### src/rtl/uart_pkg.sv
// Constants and state encoding shared by the UART transmit and receive paths.
package uart_pkg;

  localparam int DBIT       = 8;
  localparam int SB_TICK    = 32;
  localparam int OVERSAMPLE = 16;

  localparam int SCNT_W = $clog2(SB_TICK);
  localparam int NCNT_W = $clog2(DBIT);

  localparam logic [SCNT_W-1:0] OS_LAST   = SCNT_W'(OVERSAMPLE - 1);
  localparam logic [SCNT_W-1:0] STOP_LAST = SCNT_W'(SB_TICK - 1);
  localparam logic [NCNT_W-1:0] DBIT_LAST = NCNT_W'(DBIT - 1);

  typedef enum logic [1:0] {
    IDLE  = 2'd0,
    START = 2'd1,
    DATA  = 2'd2,
    STOP  = 2'd3
  } uart_state_t;

  // A divisor below 2 degenerates to one s_tick per clock.
  function automatic logic [9:0] clamp_div(input logic [9:0] n);
    return (n < 10'd2) ? 10'd1 : n;
  endfunction

endpackage

### src/rtl/uart_tx_fifo.sv
// Synchronous FIFO with registered full/empty flags; read data is presented from the head slot.
module uart_tx_fifo #(
  parameter int AW = 4,
  parameter int W  = 8
) (
  input  logic         clk,
  input  logic         rst,
  input  logic         wr_en,
  input  logic [W-1:0] wr_data,
  input  logic         rd_en,
  output logic [W-1:0] rd_data,
  output logic         full,
  output logic         empty
);

  localparam int DEPTH = 2 ** AW;
  localparam logic [AW:0] FULL_CNT = (AW + 1)'(DEPTH);

  logic [W-1:0]  mem [DEPTH];
  logic [AW-1:0] wr_ptr;
  logic [AW-1:0] rd_ptr;
  logic [AW:0]   count;
  logic [AW:0]   count_next;
  logic          do_wr;
  logic          do_rd;

  assign do_wr   = wr_en && !full;
  assign do_rd   = rd_en && !empty;
  assign rd_data = mem[rd_ptr];

  always_comb begin
    count_next = count;
    case ({do_wr, do_rd})
      2'b10:   count_next = count + (AW + 1)'(1);
      2'b01:   count_next = count - (AW + 1)'(1);
      default: count_next = count;
    endcase
  end

  // Flags are registered from the next count so they line up with the pointers.
  always_ff @(posedge clk) begin
    if (rst) begin
      wr_ptr <= '0;
      rd_ptr <= '0;
      count  <= '0;
      full   <= 1'b0;
      empty  <= 1'b1;
    end else begin
      if (do_wr) wr_ptr <= wr_ptr + AW'(1);
      if (do_rd) rd_ptr <= rd_ptr + AW'(1);
      count <= count_next;
      full  <= (count_next == FULL_CNT);
      empty <= (count_next == '0);
    end
  end

  always_ff @(posedge clk) begin
    if (do_wr && !rst) mem[wr_ptr] <= wr_data;
  end

endmodule

### src/rtl/uart_tx_top.sv
// UART 8N2 transmitter: byte FIFO, programmable 16x tick generator and serialising FSM.
module uart_tx_top
  import uart_pkg::*;
#(
  parameter int FIFO_AW = 4
) (
  input  logic       clk,
  input  logic       rst,
  input  logic       write_en,
  input  logic [7:0] write_data,
  input  logic [9:0] input_number,
  output logic       tx,
  output logic       full,
  output logic       empty,
  output logic       tx_busy,
  output logic       tx_done
);

  uart_state_t       state;
  uart_state_t       state_next;
  logic [9:0]        div;
  logic [9:0]        div_next;
  logic [9:0]        tick_cnt;
  logic [9:0]        tick_cnt_next;
  logic [SCNT_W-1:0] s_cnt;
  logic [SCNT_W-1:0] s_cnt_next;
  logic [NCNT_W-1:0] n;
  logic [NCNT_W-1:0] n_next;
  logic [DBIT-1:0]   shreg;
  logic [DBIT-1:0]   shreg_next;
  logic [7:0]        fifo_data;
  logic              s_tick;
  logic              pop;
  logic              tx_next;
  logic              tx_busy_next;
  logic              tx_done_next;

  uart_tx_fifo #(
    .AW (FIFO_AW),
    .W  (8)
  ) u_fifo (
    .clk     (clk),
    .rst     (rst),
    .wr_en   (write_en),
    .wr_data (write_data),
    .rd_en   (pop),
    .rd_data (fifo_data),
    .full    (full),
    .empty   (empty)
  );

  assign s_tick = (state != IDLE) && (tick_cnt == div - 10'd1);

  always_ff @(posedge clk) begin
    if (rst) begin
      state    <= IDLE;
      div      <= 10'd1;
      tick_cnt <= '0;
      s_cnt    <= '0;
      n        <= '0;
      shreg    <= '0;
      tx       <= 1'b1;
      tx_busy  <= 1'b0;
      tx_done  <= 1'b0;
    end else begin
      state    <= state_next;
      div      <= div_next;
      tick_cnt <= tick_cnt_next;
      s_cnt    <= s_cnt_next;
      n        <= n_next;
      shreg    <= shreg_next;
      tx       <= tx_next;
      tx_busy  <= tx_busy_next;
      tx_done  <= tx_done_next;
    end
  end

  always_comb begin
    state_next    = state;
    div_next      = div;
    s_cnt_next    = s_cnt;
    n_next        = n;
    shreg_next    = shreg;
    pop           = 1'b0;
    tick_cnt_next = (state == IDLE || s_tick) ? 10'd0 : tick_cnt + 10'd1;
    case (state)
      IDLE: begin
        if (!empty) begin
          pop        = 1'b1;
          shreg_next = fifo_data;
          div_next   = clamp_div(input_number);
          s_cnt_next = '0;
          state_next = START;
        end
      end
      START: begin
        if (s_tick) begin
          if (s_cnt == OS_LAST) begin
            s_cnt_next = '0;
            n_next     = '0;
            state_next = DATA;
          end else begin
            s_cnt_next = s_cnt + SCNT_W'(1);
          end
        end
      end
      DATA: begin
        if (s_tick) begin
          if (s_cnt == OS_LAST) begin
            s_cnt_next = '0;
            shreg_next = shreg >> 1;
            if (n == DBIT_LAST) state_next = STOP;
            else                n_next     = n + NCNT_W'(1);
          end else begin
            s_cnt_next = s_cnt + SCNT_W'(1);
          end
        end
      end
      STOP: begin
        if (s_tick) begin
          if (s_cnt == STOP_LAST) begin
            s_cnt_next = '0;
            state_next = IDLE;
          end else begin
            s_cnt_next = s_cnt + SCNT_W'(1);
          end
        end
      end
    endcase
  end

  // Outputs are decoded from next-state values so the registered copies line up with the state.
  always_comb begin
    tx_busy_next = (state_next != IDLE);
    tx_done_next = (state_next == STOP) && (s_cnt_next == STOP_LAST) &&
                   (tick_cnt_next == div_next - 10'd1);
    case (state_next)
      START:   tx_next = 1'b0;
      DATA:    tx_next = shreg_next[0];
      default: tx_next = 1'b1;
    endcase
  end

endmodule

### config.mk
export PLATFORM = sky130hd
export DESIGN_NAME = uart_tx_top
export DESIGN_NICKNAME = d
export VERILOG_FILES = /design/src/rtl/uart_pkg.sv /design/src/rtl/uart_tx_fifo.sv /design/src/rtl/uart_tx_top.sv
export SDC_FILE = /design/constraint.sdc
export NUM_CORES = 1
export LEC_CHECK = 0
export CORE_ASPECT_RATIO = 1.5
export CORE_MARGIN = 3
export CORE_UTILIZATION = 55
export CTS_CLUSTER_DIAMETER = 200
export CTS_CLUSTER_SIZE = 40
export DETAILED_ROUTE_END_ITERATION = 12
export GPL_TIMING_DRIVEN = 0
export HOLD_SLACK_MARGIN = 0.15
export PLACE_DENSITY_LB_ADDON = 0.12
export SLEW_MARGIN = 20
export SYNTH_ARGS = -nofsm -noshare
export SYNTH_HDL_FRONTEND = slang
export SYNTH_SLANG_ARGS = --single-unit
### constraint.sdc
create_clock -name clk -period 4.2 [get_ports clk]
set_clock_uncertainty 0.2 [all_clocks]
set_input_delay 0.84 -clock clk [delete_from_list [all_inputs] [get_ports clk]]
set_output_delay 0.84 -clock clk [all_outputs]
set_load 0.01 [all_outputs]
Word-level counts from Yosys, hierarchy flattened
Memory sizes are Yosys's and may differ from the RTL's. A register that Yosys moved wholly into a read port is not among the register bits.
Cells that the tools add are included.
Storage, ports and cells
  bits in registers: 56
  bits in writable memories: 128
  input bits: 21
  memories: 1
Memory list
  u_fifo.mem: words 16, width 8, read ports 1, clocked after memory_dff 1, wr ports 1, RTL line uart_tx_fifo.sv:19  | logic [W-1:0] mem [DEPTH];
Operators by class
  add/subtract/negate cells: 9
  order comparisons: 1
  equal/unequal tests: 21
  multiplexer cells: 37
  reductions and logical operators: 19
Operators by type and width (count)
  10-bit 2-to-1 mux: 4
  5-bit 2-to-1 mux: 5
  8-bit 2-to-1 mux: 3
  10-bit equality test: 2
  10-bit by 1-bit subtractor with 10-bit output, second input constant: 2
  2-bit 2-to-1 mux: 8
  8-bit one-hot mux with 2 select lines: 1
  5-bit equality test, second input constant: 3
  3-bit 2-to-1 mux: 5
  5-bit one-hot mux with 3 select lines: 1
  2-bit != test, second input constant: 6
  10-bit by 1-bit adder with 10-bit output, second input constant: 1
  5-bit by 1-bit adder with 5-bit output, second input constant: 2
  2-bit equality test, second input constant: 5
  10-bit by 2-bit < comparator with 1-bit output, second input constant: 1
  5-bit one-hot mux with 2 select lines: 1
  4-bit by 1-bit adder with 4-bit output, second input constant: 2
  4-bit 2-to-1 mux: 2
  2-bit one-hot mux with 4 select lines: 1
  2-bit nonzero test: 4
  2-bit by 1-bit equality test with 1-bit output, second input constant: 3
  1-bit logical AND: 6
  3-bit one-hot mux with 2 select lines: 1
  6-bit AND reduction: 1
  12 further kinds: 17

Depth between registers and ports, before layout
  depth in word-level cells: 8
  mapped depth: 17
  gate-level depth less buffers: 16

Cells and area by module
A second synthesis with hierarchy kept.
Unflattened totals
  cell total of the unflattened synthesis: 649
  area total of the unflattened synthesis: 8811.0 µm²
By module, submodules not included
  uart_tx_fifo: instances 1, cells each 297, area an instance 5906.9 µm², sequential area each 4224.1 µm²
  uart_tx_top: instances 1, cells each 352, area an instance 2904.0 µm², sequential area each 820.8 µm²

Worst setup path after synthesis
No wires, ideal clock.
  kind: register to register
  start: reg state[1]
  end: reg tx_done
  library setup time: 0.088 ns
  arrival time: 3.012 ns
  required time: 3.912 ns
  setup slack: 0.900 ns
  cell stages (with the launch flop): 18
  buffers on the path: 2
  cells stage by stage: dfxtp_1 > inv_1 > ha_1 > nand2b_1 > inv_1 > buf_2 > buf_1 > a21oi_1 > ha_1 > inv_1 > a211oi_1 > nand3_1 > xnor2_1 > a2111o_1 > a21boi_1 > o21a_1 > o211ai_1 > nor4_2
On the way
  longest elaborated chain between the ends: 7
Ends and longest elaborated chain
  start, declared: RTL line uart_tx_top.sv:19  | uart_state_t state;
  start signal, assigned: RTL line uart_tx_top.sv:66  | state <= state_next;
  branches (longest 6 deep; another with 10-bit by 1-bit subtractor with 10-bit output)
  1-bit logical AND *: RTL line uart_tx_top.sv:135  | tx_done_next = (state_next == STOP) && (s_cnt_next == STOP_LAST) &&
  end signal, assigned: RTL line uart_tx_top.sv:74  | tx_done <= tx_done_next;
  end, declared: RTL line uart_tx_top.sv:16  | output logic tx_done
Every way passes the cells marked *.
A chain may end at the register's enable or synchronous reset.

Worst setup path after layout
Same ends and word-level chain as after synthesis.

==> results.yml <==
run_status:
  status: "finished, final reports clean"
power_and_ir_drop:
  power_mw: 5.77
  power.density_mw_per_mm2: 587
  p_leak_nw: 3.30
  ir_worst_vdd_mv: 0.351
logic_synthesis:
  ys_seq_area_frac: 0.579
  synth-edff-count: 128
  synth_top_flop_cell: "edfxtp_1"
  synthesis.nets: 702
  netlist_area_sq_mm: 0.00871
  ys_ff_latch: 188
  yosysWarnings: 0
  async_flop_share: 0
  avgSynthCellArea_sq_um: 13.2
  synthDistinctLibCells: 70
  syn_inst: 658
cells_and_area:
  layoutNonFillerInstCount: 914
  final_cell_mix: "edfxtp_1 (128), nor2_1 (77), dfxtp_1 (60)"
  final_nets: 746
  layout_commonest_cell: "edfxtp_1"
  synthToLayoutAreaGrowth_pct: 12.9
  layout-drive-gt1-share: 0.148
  post-route-util: 0.644
  antennaDiodeCount: 0
die:
  ios: 26
  dieArea_sq_mm: 0.0174
  core_sq_mm: 0.0153
  die_width_um: 109
  die_y_um: 160
  initial_utilization: 0.570
  placementRows: 55
setup_path:
  crit_type: "reg2reg"
  cp_slowest_cell: "dfxtp_1"
  arrival_ns: 4.01
  path_max_fanout: 10
  worst_path_most_repeated_cell: "inv_1"
  cpPeakStageDelay_ns: 0.38
  end_kind: "register"
  path_cells: "inv_1, ha_1, nand2b_1, inv_1, buf_2, buf_2, a21oi_1, ha_1, inv_1, a211oi_2, nand3_1, xnor2_1, a2111o_1, a21boi_1, o21a_1, o211ai_1, nor4_2"
  required_ns: 4.35
  cp-start-kind: "register"
global_routing:
  grt_max_degree: 21
  antenna_found_initial: 0
  grt_pass1_vias: 5913
  grt_pass1_wl_mm: 31.8
  grt_use_total: 0.245
  gr-total-overflow: 0
placed_design:
  hpwlAfterDp_mm: 14.3
  gp_congestion: 0.945
  dp.cells: 882
  port_buffers: 25
cts:
  cts_hold_buf: 0
  ctsHtreeMaxLevel: 4
  cts_tree: "yes"
  cts.clk_slew.worst_paths_ns: 0.08
  insertion_delay_ns: 0.44
  clockBufferDepth: 2
  cts_buffers: 17
  cts.root.buffer_cell: "clkbuf_16"
  cts_sinks: 188
sta:
  min_period_over_period: 0.919
  tightest_slew_ns: 0.994
  setup_violations: 0
  timing.fmax_mhz: 259
  finalCriticalPeriod_ns: 3.86
  hold_viol: 0
  slew_violations: 0
  rsz0062_at_grt: "no"
  relSlewSlack: 0.335
  holdWs_ns: 0.269
run:
  timing.max_cap.violations: 0
drt:
  first_pass_iters: 5
  ant_nets: 0
  dr.first_iter.drc_count: 391
  drc_errors: 0
  vias: 5574
  wire_per_inst_um: 21.8
  vias_per_cell: 6.10
  wirelength_mm: 20.0
hold_path:
  hold_class: "reg2reg"
-- registers in the layout, summed over array words and instances (netlist names), named ones only --
name and count:
u_fifo.count 5, tick_cnt 10, tx_busy 1, div 10, u_fifo.empty 1, u_fifo.mem 128, s_cnt 5, u_fifo.full 1
u_fifo.wr_ptr 4, n 3, shreg 8, state 2, tx 1, u_fifo.rd_ptr 4, tx_done 1
-- area by class of cell --
class	count	area (sq um)
timing repair buffer	25	250
fill	1164	5440
tap	199	249
inverter	22	82.6
clock buffer	17	425
buffer	29	136
sequential	188	5040
multi-input combinational	419	3480
clock inverter	15	170
-- logic make-up after synthesis --
kind of cell               count (synthesis)  share of synthesized area
AOI/OAI and AO/OA                         84                     0.0675
xor gates and xnor gates                  46                     0.0494
and+or+nand+nor                          213                      0.127
adders and majority gates                 23                     0.0339
buffers and inverters                     51                     0.0250
DFF                                      188                      0.579
muxes                                     53                      0.119
-- power by group --
part	total, mW	leakage, nW	switching [mW]	internal, mW
clock network	1.58	0.288	0.775	0.802
registers	2.23	1.64	0.124	2.11
logic	1.96	1.37	1.14	0.825
total	5.77	3.30	2.04	3.74
-- cell usage after synthesis (2+ instances only) --
master	n	area, sq um
o2111ai_1	2	17.5
nand3b_1	3	22.5
nor4_2	2	25.0
a2111o_1	2	22.5
nor2_1	77	289
ha_1	22	275
nand3_1	21	105
nand2_1	36	135
a211oi_1	3	22.5
edfxtp_1	128	3840
nor4_1	6	37.5
o21ai_0	11	55.1
nor4_4	2	42.5
a21oi_1	24	120
o31ai_1	3	22.5
inv_1	21	78.8
buf_2	6	30.0
mux2i_1	12	120
buf_1	2	7.51
or3_1	3	18.8
and2_1	2	12.5
xnor3_1	2	45.0
dfxtp_1	60	1200
nand2b_1	7	43.8
nor3b_1	9	67.6
mux4_2	40	901
a21o_1	4	30.0
a311oi_1	7	61.3
a211o_1	2	17.5
nand4b_1	2	17.5
o211ai_1	3	22.5
xor2_1	24	210
and4_1	2	17.5
a22oi_1	3	22.5
a31oi_1	2	12.5
o21a_1	3	22.5
and3_1	7	43.8
or2_2	4	25.0
clkbuf_1	18	67.6
nor3_1	15	75.1
nand4_1	7	43.8
buf_6	2	22.5
xnor2_1	20	175
-- per-layer routing --
| metal | wire, um | share of wire | vias up | track usage |
|---|---|---|---|---|
| met4 | 898 | 0.045 | 0 | 0.126 |
| met3 | 538 | 0.027 | 55 | 0.0356 |
| met1 | 7380 | 0.37 | 2792 | 0.274 |
| met2 | 11100 | 0.56 | 140 | 0.442 |
| met5 | 0 | 0 | - | 0 |
| li1 | - | - | 2587 | - |
-- path summary, 6_finish.rpt --
kind,from,endpoint,slack (ns),cells after the start
setup / recovery,state[1],tx_done,0.34,17
hold / removal,n[1],n[1],0.27,2
setup reg to reg,state[1],tx_done,0.34,17
hold reg to reg,n[1],n[1],0.27,2
-- worst max-delay path, delay by kind of cell, from the launching register on --
family,cells,cell delay [ns]
compound gates,6,1.21
buf+inv,5,0.83
simple gates,3,0.48
fa+ha+maj,2,0.44
flops,1,0.38
xor+xnor,1,0.20
-- per-stage QoR --
step	area (sq um)	setup WS [ns]	setup TNS, ns
CTS	9810	0.0402	0
global placement	9210	-0.164	-0.164
global route	9840	0.0285	0
floorplan	8710	0.900	0
finish	9840	0.342	0
detailed placement	9210	-0.235	-0.235
-- what timing repair did --
| item | CTS | global route |
|---|---|---|
| setup buffers | 0 | 0 |
| gates resized for setup | 0 | 7 |
| setup endpoints to repair | 0 | 3 |
No activity file was read; power rests on OpenSTA's default activity.
